## src/rtl/cpu_isa_pkg.sv

```systemverilog
// ----------------------------------------------------------------------------
// cpu_isa_pkg
// Shared instruction-set definitions for the CPU control decoder and the
// program loader:
//   - one-hot bit positions of the operation select bus
//   - 4-bit opcode values
//   - IR field positions ([7:4] opcode, [3:0] operand)
//   - the loader FSM state type
//   - pure helpers: one-hot check and instruction encoding
// Opcode 0xF is unused by the ISA. Inside the loader it marks an entry that
// only ends a program and is never written to RAM.
// ----------------------------------------------------------------------------
package cpu_isa_pkg;

    localparam int OP_W  = 11;
    localparam int IR_W  = 8;

    // IR field positions
    localparam int IR_OPC_MSB = 7;
    localparam int IR_OPC_LSB = 4;
    localparam int IR_OPD_MSB = 3;
    localparam int IR_OPD_LSB = 0;

    // One-hot select bit indices on in_op
    localparam int OP_BIT_LOAD   = 0;
    localparam int OP_BIT_ADD    = 1;
    localparam int OP_BIT_SUB    = 2;
    localparam int OP_BIT_BITAND = 3;
    localparam int OP_BIT_IP     = 4;
    localparam int OP_BIT_OP     = 5;
    localparam int OP_BIT_JUMP   = 6;
    localparam int OP_BIT_JUMPZ  = 7;
    localparam int OP_BIT_JUMPNZ = 8;
    localparam int OP_BIT_JUMPC  = 9;
    localparam int OP_BIT_JUMPNC = 10;

    // Opcodes as stored in IR[7:4]
    localparam logic [3:0] OPC_LOAD   = 4'h0;
    localparam logic [3:0] OPC_ADD    = 4'h1;
    localparam logic [3:0] OPC_SUB    = 4'h2;
    localparam logic [3:0] OPC_BITAND = 4'h3;
    localparam logic [3:0] OPC_IP     = 4'h4;
    localparam logic [3:0] OPC_OP     = 4'h5;
    localparam logic [3:0] OPC_JUMP   = 4'h6;
    localparam logic [3:0] OPC_JUMPZ  = 4'h7;
    localparam logic [3:0] OPC_JUMPNZ = 4'h8;
    localparam logic [3:0] OPC_JUMPC  = 4'h9;
    localparam logic [3:0] OPC_JUMPNC = 4'hA;
    localparam logic [3:0] OPC_MARKER = 4'hF;

    localparam logic [IR_W-1:0] IR_MARKER = 8'hF0;

    // One-hot select patterns
    localparam logic [OP_W-1:0] SEL_LOAD   = 11'b1 << OP_BIT_LOAD;
    localparam logic [OP_W-1:0] SEL_ADD    = 11'b1 << OP_BIT_ADD;
    localparam logic [OP_W-1:0] SEL_SUB    = 11'b1 << OP_BIT_SUB;
    localparam logic [OP_W-1:0] SEL_BITAND = 11'b1 << OP_BIT_BITAND;
    localparam logic [OP_W-1:0] SEL_IP     = 11'b1 << OP_BIT_IP;
    localparam logic [OP_W-1:0] SEL_OP     = 11'b1 << OP_BIT_OP;
    localparam logic [OP_W-1:0] SEL_JUMP   = 11'b1 << OP_BIT_JUMP;
    localparam logic [OP_W-1:0] SEL_JUMPZ  = 11'b1 << OP_BIT_JUMPZ;
    localparam logic [OP_W-1:0] SEL_JUMPNZ = 11'b1 << OP_BIT_JUMPNZ;
    localparam logic [OP_W-1:0] SEL_JUMPC  = 11'b1 << OP_BIT_JUMPC;
    localparam logic [OP_W-1:0] SEL_JUMPNC = 11'b1 << OP_BIT_JUMPNC;

    typedef enum logic [1:0] {
        ST_IDLE    = 2'd0,
        ST_LOADING = 2'd1,
        ST_DONE    = 2'd2
    } loader_state_e;

    // True when exactly one select bit is set
    function automatic logic op_is_onehot(input logic [OP_W-1:0] op);
        return (op != {OP_W{1'b0}}) &&
               ((op & (op - {{(OP_W-1){1'b0}}, 1'b1})) == {OP_W{1'b0}});
    endfunction

    // Builds the IR byte; a non-one-hot select yields the marker opcode
    function automatic logic [IR_W-1:0] encode_ir(input logic [OP_W-1:0] op,
                                                  input logic [3:0]      operand);
        logic [3:0]      opc;
        logic [IR_W-1:0] ir;
        case (op)
            SEL_LOAD:   opc = OPC_LOAD;
            SEL_ADD:    opc = OPC_ADD;
            SEL_SUB:    opc = OPC_SUB;
            SEL_BITAND: opc = OPC_BITAND;
            SEL_IP:     opc = OPC_IP;
            SEL_OP:     opc = OPC_OP;
            SEL_JUMP:   opc = OPC_JUMP;
            SEL_JUMPZ:  opc = OPC_JUMPZ;
            SEL_JUMPNZ: opc = OPC_JUMPNZ;
            SEL_JUMPC:  opc = OPC_JUMPC;
            SEL_JUMPNC: opc = OPC_JUMPNC;
            default:    opc = OPC_MARKER;
        endcase
        ir[IR_OPC_MSB:IR_OPC_LSB] = opc;
        ir[IR_OPD_MSB:IR_OPD_LSB] = operand;
        return ir;
    endfunction

endpackage

```

## src/rtl/loader_fifo.sv

```systemverilog
// ----------------------------------------------------------------------------
// loader_fifo
// Synchronous FIFO, first-word-fall-through read (pop_data shows the head).
//   clock     : rising-edge clock
//   clear     : synchronous active-high clear, empties the FIFO
//   push      : write push_data (ignored while full)
//   pop       : drop the head entry (ignored while empty)
//   push_data : entry to store
//   pop_data  : current head entry
//   full      : no free slot
//   empty     : no stored entry
// Pointers carry one extra wrap bit so full and empty are distinguishable.
// ----------------------------------------------------------------------------
module loader_fifo #(
    parameter int DEPTH = 4,
    parameter int WIDTH = 9
) (
    input  logic             clock,
    input  logic             clear,
    input  logic             push,
    input  logic             pop,
    input  logic [WIDTH-1:0] push_data,
    output logic [WIDTH-1:0] pop_data,
    output logic             full,
    output logic             empty
);
    localparam int PTR_W = $clog2(DEPTH);

    logic [WIDTH-1:0] store_r [DEPTH];
    logic [PTR_W:0]   wr_ptr_r;
    logic [PTR_W:0]   rd_ptr_r;
    logic             do_push_s;
    logic             do_pop_s;

    assign full      = (wr_ptr_r[PTR_W] != rd_ptr_r[PTR_W]) &&
                       (wr_ptr_r[PTR_W-1:0] == rd_ptr_r[PTR_W-1:0]);
    assign empty     = (wr_ptr_r == rd_ptr_r);
    assign do_push_s = push && !full;
    assign do_pop_s  = pop && !empty;
    assign pop_data  = store_r[rd_ptr_r[PTR_W-1:0]];

    // Pointer update
    always_ff @(posedge clock) begin
        if (clear) begin
            wr_ptr_r <= {(PTR_W+1){1'b0}};
            rd_ptr_r <= {(PTR_W+1){1'b0}};
        end else begin
            if (do_push_s) begin
                wr_ptr_r <= wr_ptr_r + 1'b1;
            end
            if (do_pop_s) begin
                rd_ptr_r <= rd_ptr_r + 1'b1;
            end
        end
    end

    // Entry storage; contents need no reset because pointers gate reads
    always_ff @(posedge clock) begin
        if (do_push_s) begin
            store_r[wr_ptr_r[PTR_W-1:0]] <= push_data;
        end
    end

endmodule

```

## src/rtl/program_loader.sv

```systemverilog
// ----------------------------------------------------------------------------
// program_loader
// Encodes one-hot instructions into 8-bit IR words, buffers them and writes
// them sequentially into program RAM while holding the CPU in clear.
//   clock, clear          : clock and synchronous active-high reset
//   in_valid/in_ready     : producer handshake, beat accepted when both high
//   in_op, in_operand     : one-hot operation select and 4-bit operand
//   in_last               : last instruction of the program
//   mem_we/addr/wdata     : program RAM write port
//   cpu_hold              : CPU clear while a load is in progress
//   load_done             : one-cycle pulse at load completion
//   err_invalid           : sticky, non-one-hot select accepted
//   err_overflow          : sticky, program longer than 2^ADDR_W words
// The RAM write port is registered: an entry popped in one cycle appears on
// mem_we in the following cycle, so the final write coincides with DONE.
// ----------------------------------------------------------------------------
module program_loader
    import cpu_isa_pkg::*;
#(
    parameter int ADDR_W     = 4,
    parameter int FIFO_DEPTH = 4
) (
    input  logic              clock,
    input  logic              clear,
    input  logic              in_valid,
    output logic              in_ready,
    input  logic [10:0]       in_op,
    input  logic [3:0]        in_operand,
    input  logic              in_last,
    output logic              mem_we,
    output logic [ADDR_W-1:0] mem_addr,
    output logic [7:0]        mem_wdata,
    output logic              cpu_hold,
    output logic              load_done,
    output logic              err_invalid,
    output logic              err_overflow
);
    localparam int                FIFO_W   = IR_W + 1;
    localparam logic [ADDR_W-1:0] ADDR_MAX = {ADDR_W{1'b1}};

    loader_state_e     state_r;
    logic [ADDR_W-1:0] wr_ptr_r;
    logic              discard_r;
    logic              mem_we_r;
    logic [ADDR_W-1:0] mem_addr_r;
    logic [IR_W-1:0]   mem_wdata_r;
    logic              cpu_hold_r;
    logic              load_done_r;
    logic              err_invalid_r;
    logic              err_overflow_r;

    logic              accept_s;
    logic              beat_valid_s;
    logic              push_s;
    logic              pop_s;
    logic              fifo_full_s;
    logic              fifo_empty_s;
    logic [FIFO_W-1:0] push_entry_s;
    logic [FIFO_W-1:0] pop_entry_s;
    logic              entry_last_s;
    logic              entry_marker_s;

    assign in_ready     = !clear && !fifo_full_s && (state_r != ST_DONE);
    assign accept_s     = in_valid && in_ready;
    assign beat_valid_s = op_is_onehot(in_op);
    // Invalid beats are dropped unless they carry last, which survives as a marker
    assign push_s       = accept_s && (beat_valid_s || in_last);
    assign pop_s        = (state_r == ST_LOADING) && !fifo_empty_s;

    assign entry_last_s   = pop_entry_s[IR_W];
    assign entry_marker_s = (pop_entry_s[IR_OPC_MSB:IR_OPC_LSB] == OPC_MARKER);

    // FIFO entry: {last, IR}, or a last-only marker for an invalid final beat
    always_comb begin
        push_entry_s = {1'b1, IR_MARKER};
        if (beat_valid_s) begin
            push_entry_s = {in_last, encode_ir(in_op, in_operand)};
        end else begin
            push_entry_s = {1'b1, IR_MARKER};
        end
    end

    loader_fifo #(
        .DEPTH (FIFO_DEPTH),
        .WIDTH (FIFO_W)
    ) u_fifo (
        .clock     (clock),
        .clear     (clear),
        .push      (push_s),
        .pop       (pop_s),
        .push_data (push_entry_s),
        .pop_data  (pop_entry_s),
        .full      (fifo_full_s),
        .empty     (fifo_empty_s)
    );

    // Load sequencing FSM with registered RAM port, hold, done and error flags
    always_ff @(posedge clock) begin
        if (clear) begin
            state_r        <= ST_IDLE;
            wr_ptr_r       <= {ADDR_W{1'b0}};
            discard_r      <= 1'b0;
            mem_we_r       <= 1'b0;
            mem_addr_r     <= {ADDR_W{1'b0}};
            mem_wdata_r    <= 8'h00;
            cpu_hold_r     <= 1'b0;
            load_done_r    <= 1'b0;
            err_invalid_r  <= 1'b0;
            err_overflow_r <= 1'b0;
        end else begin
            mem_we_r    <= 1'b0;
            load_done_r <= 1'b0;
            if (accept_s && !beat_valid_s) begin
                err_invalid_r <= 1'b1;
            end
            case (state_r)
                ST_IDLE: begin
                    // Leftover entries also restart a load so they cannot stall
                    if (accept_s || !fifo_empty_s) begin
                        state_r    <= ST_LOADING;
                        cpu_hold_r <= 1'b1;
                        wr_ptr_r   <= {ADDR_W{1'b0}};
                        mem_addr_r <= {ADDR_W{1'b0}};
                        discard_r  <= 1'b0;
                    end
                end
                ST_LOADING: begin
                    if (pop_s) begin
                        if (!discard_r && !entry_marker_s) begin
                            mem_we_r    <= 1'b1;
                            mem_addr_r  <= wr_ptr_r;
                            mem_wdata_r <= pop_entry_s[IR_W-1:0];
                            // Top address without last: flag and drain the rest
                            if (wr_ptr_r == ADDR_MAX) begin
                                if (!entry_last_s) begin
                                    discard_r      <= 1'b1;
                                    err_overflow_r <= 1'b1;
                                end
                            end else begin
                                wr_ptr_r <= wr_ptr_r + 1'b1;
                            end
                        end
                        if (entry_last_s) begin
                            state_r     <= ST_DONE;
                            load_done_r <= 1'b1;
                        end
                    end
                end
                ST_DONE: begin
                    state_r    <= ST_IDLE;
                    cpu_hold_r <= 1'b0;
                end
                default: begin
                    state_r    <= ST_IDLE;
                    cpu_hold_r <= 1'b0;
                end
            endcase
        end
    end

    assign mem_we       = mem_we_r;
    assign mem_addr     = mem_addr_r;
    assign mem_wdata    = mem_wdata_r;
    assign cpu_hold     = cpu_hold_r;
    assign load_done    = load_done_r;
    assign err_invalid  = err_invalid_r;
    assign err_overflow = err_overflow_r;

endmodule
```

## config.mk

```make
export PLATFORM = sky130hd
export DESIGN_NAME = program_loader
export DESIGN_NICKNAME = d
export VERILOG_FILES = /design/src/rtl/cpu_isa_pkg.sv /design/src/rtl/loader_fifo.sv /design/src/rtl/program_loader.sv
export SDC_FILE = /design/constraint.sdc
export NUM_CORES = 1
export LEC_CHECK = 0
export ABC_CLOCK_PERIOD_IN_PS = 5400
export CAP_MARGIN = 20
export CORE_ASPECT_RATIO = 0.8
export CORE_MARGIN = 8
export CORE_UTILIZATION = 40
export CTS_CLUSTER_SIZE = 40
export DETAILED_ROUTE_END_ITERATION = 10
export PLACE_DENSITY = 0.58
export SLEW_MARGIN = 40
export SYNTH_ARGS = -nofsm -noshare
export SYNTH_HDL_FRONTEND = slang
export SYNTH_HIERARCHICAL = 1
export SYNTH_SLANG_ARGS = --single-unit
```

## constraint.sdc

```tcl
create_clock -name clock -period 5.4 [get_ports clock]
set_clock_uncertainty 0.1 [all_clocks]
set_input_delay 1.62 -clock clock [delete_from_list [all_inputs] [get_ports clock]]
set_output_delay 1.62 -clock clock [all_outputs]
set_load 0.01 [all_outputs]
```

Word-level counts from Yosys, hierarchy flattened --
Memory sizes are Yosys's and may differ from the RTL's. A register that Yosys moved wholly into a read port is not among the register bits. Index checks and enable logic that the tools add are counted. W data, S select, Z words.
Word-level totals: register bits 30, bits in latches 0, bits in writable memories 36, bits in read-only memories 0, bits of input ports 19, output and inout bits 18, memories 1
Memories:
- u_fifo.store_r | depth 4, bits a word 9, rd ports 1, clocked after memory_dff 1, wr ports 1, line loader_fifo.sv:29 | logic [WIDTH-1:0] store_r [DEPTH];
Cells by class: add/sub/neg operators 4, multipliers 0, divide/modulo/power cells 0, magnitude comparators 0, equal/unequal tests 25, shifts and indexed selects 0, mux-type cells 28, bitwise logic cells 4, reduce and logical (&&, ||, !) cells 31
Operator list (count):
- $pmux W4 S11 | 1
- $mux W4 | 6
- $pmux W4 S2 | 2
- $and A11 B11 Y11 | 1
- $eq A11 B1 Y1 const B | 1
- $eq A11 B10 Y1 const B | 1
- $eq A11 B11 Y1 const B | 1
- $eq A11 B2 Y1 const B | 1
- $eq A11 B3 Y1 const B | 1
- $eq A11 B4 Y1 const B | 1
- $eq A11 B5 Y1 const B | 1
- $eq A11 B6 Y1 const B | 1
- $eq A11 B7 Y1 const B | 1
- $eq A11 B8 Y1 const B | 1
- $eq A11 B9 Y1 const B | 1
- $logic_and A1 B1 Y1 | 11
- $logic_not A11 Y1 | 1
- $reduce_bool A11 Y1 | 1
- $sub A11 B1 Y11 const B | 1
- $mux W1 | 10
- $mux W2 | 5
- $ne A2 B2 Y1 const B | 5
- $reduce_and A5 Y1 | 2
- $mux W9 | 1
- 20 further kinds | 34

Longest topological paths before layout --
Gate-level depths: netlist (run 1).
depth in word-level cells 10, mapped depth 11

Cells and area by module --
Netlist (run 1), hierarchy kept.
Modules (own cells, without submodules):
- loader_fifo | times used 1, cells each 115, area each 1874.3 um^2, seq. area each 1241.2 um^2
- program_loader | times used 1, cells each 169, area each 1377.6 um^2, seq. area each 480.5 um^2

Worst setup path before layout (run 1) --
No wires, ideal clock.
path kind input-to-reg, from input in_op[0], to memory u_fifo.store_r[3][0], enable pin, arrival 4011 ps, data required time 4919 ps, setup slack 909 ps, cell stages on the path 8, cell sequence buf_2 -> or4_4 -> maj3_2 -> o31a_1 -> nor3_4 -> o21a_1 -> nand2_1 -> a31oi_1
Between the ends: word-level cells in the longest chain between the ends 9, elaborated cells between the ends (all ways) 10, classes of those cells 1 x add/sub; 2 x mux; 1 x bitwise; 6 x reduce/logical
Ends and longest elaborated chain:
- start, declared | line program_loader.sv:27 | input logic [10:0] in_op,
- $sub A11 B1 Y11 | line cpu_isa_pkg.sv:75 | ((op & (op - {{(OP_W-1){1'b0}}, 1'b1})) == {OP_W{1'b0}});
- $and A11 B11 Y11 | line cpu_isa_pkg.sv:75
- $logic_not A11 Y1 | line cpu_isa_pkg.sv:75
- $logic_and A1 B1 Y1 * | line cpu_isa_pkg.sv:74 | return (op != {OP_W{1'b0}}) &&
- $logic_or A1 B1 Y1 * | line program_loader.sv:67 | assign push_s = accept_s && (beat_valid_s || in_last);
- $logic_and A1 B1 Y1 * | line program_loader.sv:67
- net push_s | line program_loader.sv:54 | logic push_s;
- $logic_and A1 B1 Y1 * | line loader_fifo.sv:38 | assign do_push_s = push && !full;
- $mux W1 * | line loader_fifo.sv:59 | if (do_push_s) begin
- $mux W1 (not written as such) * | line loader_fifo.sv:60 | store_r[wr_ptr_r[PTR_W-1:0]] <= push_data;
- end, declared | line loader_fifo.sv:29
Mark *: on every way through the listed nets, which the timed path passes. The rest lies on a longest branch.

Worst setup path in the final report (run 1) --
from input in_op[1], to memory u_fifo.store_r[2][7], enable pin
The elaborated chain is that of the path after synthesis.

==> flow_metrics.tcl, run 1 <==
set metrics [dict create \
    post_cts_buffers 0 \
    min_path_type "flip-flop to flip-flop" \
    cts_max_path_buffers 2 \
    syn_area_sq_mm 0.00325 \
    place_congestion 0.806 \
    synth_largest_area_cell "edfxtp_1" \
    worstPathRequired_ps 5270 \
    antenna_cells 0 \
    cts_tree "built" \
    path_max_fanout 9 \
    grt_pass1_wl_microns 10700 \
    place_hpwl_microns 4700 \
    firstDrtPassIters 4 \
    fmax_mhz 215 \
    insertion_delay_ps 330 \
    reg2regPathDepth 9 \
    areaGrowthSynthToFinish_pct 19.1 \
    cts_root_buffer "clkbuf_8" \
    synth.area.top_cells "edfxtp_1, dfxtp_1, mux4_2" \
    die_h_microns 96.6 \
    rows 29 \
    fin_nets 343 \
    syn_inst 284 \
    p_per_area_mw_per_mm2 307 \
    avgRoutedWirePerCell_microns 15.0 \
    wl_microns 6480 \
    io_pins 37 \
    cts_hold_buf 0 \
    p_total_uw 1190 \
    avgViaCountPerCell 5.27 \
    relSlewSlack_pct 53.3 \
    grtUsageTotal_pct 12.1 \
    maxSlewViolCount 0 \
    postSynthAreaPerCell_sq_um 11.5 \
    grt_pass1_vias 2215 \
    rr_startpoint "u_fifo/rd_ptr_r[0]" \
    cp-end-kind "flip-flop" \
    outcome "completed" \
    htreeDepth 3 \
    p_leak_uw 0.00128 \
    yosysSeqAreaShare_pct 52.9 \
    yosys-top-cells-count "edfxtp_1, dfxtp_1, nor2_1, nand2_1, o21ai_0" \
    cts_num_sinks 68 \
    synth_top_area_share_pct 33.2 \
    ir_worst_vdd_v 0.000115 \
    final_layout_size_suffix_gt1_share_pct 11.1 \
    critical_path_class "primary input to flip-flop" \
    synth_edf_count 36 \
    ant_nets 0 \
    critPathLaunchType "primary input" \
    setup_viol 0 \
    grt_max_degree 35 \
    hold_depth 2 \
    maxCapViolCount 0 \
    holdCritStartpoint "err_overflow" \
    r2r_end "discard_r" \
    cts.reportedPaths.clkPinSlew_ps 70 \
    ys_async_sr_fraction_pct 0 \
    yosysWarnings 6 \
    cts_buffers 9 \
    rsz0062_at_grt "false" \
    drc 0 \
    synth-main-ff-cell "edfxtp_1" \
    start_util_pct 41.1 \
    via_count 2270 \
    antenna_found_initial 0 \
    synth_nets 309 \
    tightest_slew_ps 699 \
    cts-resized-gates 0 \
    period_share_pct 86.3 \
    die_area_sq_mm 0.0113 \
    drt_iter0_markers 163 \
    ys_types 50 \
    worstPathArrival_ps 4530 \
    fin_crit_ps 4660 \
    portBuffers 36 \
    grt.overflow.total 0 \
    die_x_microns 117 \
    core_area_sq_mm 0.00791 \
    finalHoldViolations 0 \
    synth.ff_latch_count 68 \
    hold_end "err_overflow" \
    r2r_slack_ps 2310 \
    setup_tns_ps 0 \
    yosysMostFrequentCell "edfxtp_1" \
]
routing by layer:
metal	vias up	share of wire, %	wire length (microns)	global-route usage (%)
met5	-	0	0	0
met4	0	1.1	73	5.60
met3	4	6.9	447	4.04
met2	62	44	2850	17.1
met1	1069	48	3110	16.1
li1	1135	-	-	-
state kept, by name, indices dropped and copies added (netlist names), named ones only:
register and cells:
mem_wdata 8, u_fifo/store_r 36, mem_addr 4, state_r 2
wr_ptr_r 4, u_fifo/rd_ptr_r 3, load_done 1, u_fifo/wr_ptr_r 3
cpu_hold 1, mem_we 1, err_invalid 1, discard_r 1
err_overflow 1
worst max-delay path by stage:
| stage | startpoint | slack (ps) | end |
|---|---|---|---|
| floorplan | in_op[0] | 910 | u_fifo/store_r[3][0] |
| global placement | in_op[1] | 460 | u_fifo/store_r[2][1] |
| detailed placement | in_op[1] | 390 | u_fifo/store_r[2][1] |
| CTS | in_op[1] | 760 | u_fifo/store_r[2][0] |
| global route | in_op[1] | 580 | u_fifo/store_r[2][0] |
| finish | in_op[1] | 740 | u_fifo/store_r[2][7] |
power breakdown:
group / internal, uW / leakage (uW) / total, uW / switching (uW)
sequential: 560 / 0.000603 / 589 / 28.9
clock: 211 / 0.0000907 / 395 / 184
combinational: 95.3 / 0.000584 / 206 / 111
per-stage QoR:
stage / hold slack (ps) / instances / instance area, sq um / setup slack [ps] / utilization (%)
global route: 420 / 431 / 3870 / 580 / 49.0
floorplan: 343 / 284 / 3250 / 909 / -
finish: 367 / 431 / 3870 / 740 / 49.0
CTS: 374 / 431 / 3870 / 759 / 49.0
detailed placement: 353 / 415 / 3680 / 393 / 46.6
global placement: 350 / 415 / 3680 / 461 / 46.5
cells in the final DEF (no fill, tap or decap), types with 4 or more instances in the layout:
| cell type | count |
|---|---|
| a21oi_1 | 7 |
| a22oi_1 | 4 |
| a31oi_1 | 6 |
| and2_1 | 8 |
| buf_4 | 4 |
| clkbuf_8 | 9 |
| clkdlybuf4s50_1 | 36 |
| dfxtp_1 | 32 |
| edfxtp_1 | 36 |
| ha_1 | 6 |
| inv_1 | 9 |
| mux2i_1 | 8 |
| mux4_2 | 9 |
| nand2_1 | 14 |
| nand2b_1 | 4 |
| nand3_1 | 7 |
| nor2_1 | 23 |
| nor3_1 | 7 |
| nor3b_1 | 7 |
| nor4_1 | 7 |
| o211ai_1 | 10 |
| o21a_1 | 5 |
| o21ai_0 | 13 |
| xnor2_1 | 5 |
| xor2_1 | 6 |
final cells by class:
cell class	instances	area, sq um
repair buffers	40	390
clock inverters	7	66.3
clock buffers	9	124
fillers	762	4040
multi-input cells	190	1400
inverters	9	33.8
flip-flops and latches	68	1720
well taps	108	135
logic make-up (layout without fill, tap and decap cells):
logic type,count (synthesis),count (layout),synth area share (%)
flip-flops,68,68,52.9
AO/OA/AOI/OAI,58,58,12.3
adder cells (fa/ha/maj),8,8,2.96
buffers and inverters,26,65,4.00
multiplexers,17,17,8.70
AND/OR/NAND/NOR,96,96,16.1
XOR/XNOR,11,11,2.96
critical path, stage by stage:
cell	delay, ps
clkdlybuf4s50_1	540
or4_4	610
maj3_2	320
o31a_1	280
nor3_4	190
o21a_1	230
inv_1	80
a31oi_1	200
and2_1	460
(Power assumes the default switching activity.)
==> run 2: changes to the inputs <==
- ABC_CLOCK_PERIOD_IN_PS: 5400 -> 4300
- SKIP_LAST_GASP: not set -> 1
- clock period: 5.4 -> 4.3 ns (I/O delays scaled with it)
==> flow_metrics.tcl, run 2 (same netlist as run 1, synthesis figures left out) <==
set metrics [dict create \
    outcome "completed" \
    wl_microns 6690 \
    die_x_microns 117 \
    ant_nets 0 \
    p_leak_uw 0.00138 \
    portBuffers 36 \
    finalHoldViolations 0 \
    core_area_sq_mm 0.00791 \
    fmax_mhz 258 \
    fillCellCount 748 \
    worstPathArrival_ps 3820 \
    grtUsageTotal_pct 12.5 \
    place_hpwl_microns 4860 \
    via_count 2356 \
    areaGrowthSynthToFinish_pct 23.9 \
    ir_worst_vdd_v 0.000135 \
    hold_ws_ps 382 \
    cts_tree "built" \
    seq_area_sq_mm 0.00172 \
    post_cts_buffers 0 \
    final_layout_size_suffix_gt1_share_pct 15.6 \
    critPathLaunchType "primary input" \
    fin_nets 360 \
    grt_pass1_wl_microns 11200 \
    power.internal_uw 1090 \
    die_h_microns 96.6 \
    worstPathRequired_ps 4250 \
    p_comb_share_pct 18.6 \
    p_sw_uw 421 \
    path_max_fanout 9 \
    antenna_cells 0 \
    relSlewSlack_pct 58.6 \
    grt_max_degree 35 \
    start_util_pct 41.1 \
    critical_path_class "primary input to flip-flop" \
    p_clk_share_pct 32.4 \
    htreeDepth 3 \
    mostFrequentLayoutCells "clkdlybuf4s50_1, edfxtp_1, dfxtp_1" \
    firstDrtPassIters 6 \
    grt.overflow.total 0 \
    avgViaCountPerCell 5.26 \
    netSwitchingFraction_pct 27.9 \
    drt_iter0_markers 188 \
    cts_num_sinks 68 \
    setup_viol 0 \
    die_area_sq_mm 0.0113 \
    maxCapViolCount 0 \
    place_congestion 0.813 \
    largest_reg_flops 36 \
    cts-resized-gates 0 \
    tightest_slew_ps 620 \
    antenna_found_initial 0 \
    rsz0062_at_grt "false" \
    cts_root_buffer "clkbuf_8" \
    rows 29 \
    drc 0 \
    setup_tns_ps 0 \
    fin_crit_ps 3870 \
    io_pins 37 \
    avgRoutedWirePerCell_microns 14.9 \
    grt_pass1_vias 2386 \
    seqPwrFrac_pct 49.0 \
    min_path_type "flip-flop to flip-flop" \
    maxSlewViolCount 0 \
    cts_hold_buf 0 \
    p_per_area_mw_per_mm2 374 \
    cp-end-kind "flip-flop" \
    cts_max_path_buffers 2 \
    insertion_delay_ps 340 \
    cts.reportedPaths.clkPinSlew_ps 80 \
    cts_buffers 9 \
    multiInputGateArea_sq_mm 0.00140 \
    period_share_pct 90.0 \
]
[run 2: cell types whose count changed in the layout (fill, tap and decap cells not counted), moves of 2 or more]
cell / change
clkinvlp_4: -2
clkinv_1: -2
inv_4: +2
buf_4: +14
buf_12: +3
[run 2: critical path, stage by stage]
cell,delay (ps)
clkdlybuf4s50_1,420
or4_4,560
maj3_2,310
o31a_1,280
nor3_4,200
o21a_1,160
inv_1,60
a31oi_1,190
and2_1,200
buf_12,140
[run 2: through the flow]
| step | setup slack [ps] | instance area [sq um] | power, uW | instances | util, % |
|---|---|---|---|---|---|
| floorplan | 139 | 3250 | 931 | 284 | - |
| global placement | 101 | 3850 | 1030 | 432 | 48.6 |
| detailed placement | 61.6 | 3850 | 1040 | 432 | 48.6 |
| CTS | 427 | 4030 | 1530 | 448 | 50.9 |
| global route | 348 | 4030 | 1580 | 448 | 50.9 |
| finish | 431 | 4030 | 1510 | 448 | 50.9 |
[run 2: layout make-up]
class	count	share of cell area, %
clock buffer	11	3.79
tap	108	3.35
inverter	9	0.838
sequential	68	42.7
multi-input combinational	190	34.7
clock inverter	5	0.776
timing repair buffer	57	13.8
[run 2: final timing paths]
check	cells after the start	startpoint	slack [ps]	to
worst max register to register	9	u_fifo/wr_ptr_r[1]	1340	discard_r
worst min-delay path	1	discard_r	380	discard_r
worst max-delay path	10	in_op[1]	430	u_fifo/store_r[0][6]
worst min register to register	1	discard_r	380	discard_r
[run 2: metal layers]
metal | share of wire, % | GRT usage [%] | up-vias
li1 | - | - | 1173
met1 | 48 | 15.9 | 1114
met2 | 45 | 19.0 | 60
met3 | 5.8 | 4.04 | 9
met4 | 1.5 | 5.11 | 0
met5 | 0 | 0 | -
[run 2: power groups by stage]
stage	Combinational, uW	Sequential (uW)	Clock (uW)
floorplan	196	735	0
finish	280	740	488
detailed placement	280	756	0
CTS	281	741	503
global placement	280	755	0
global route	305	746	532
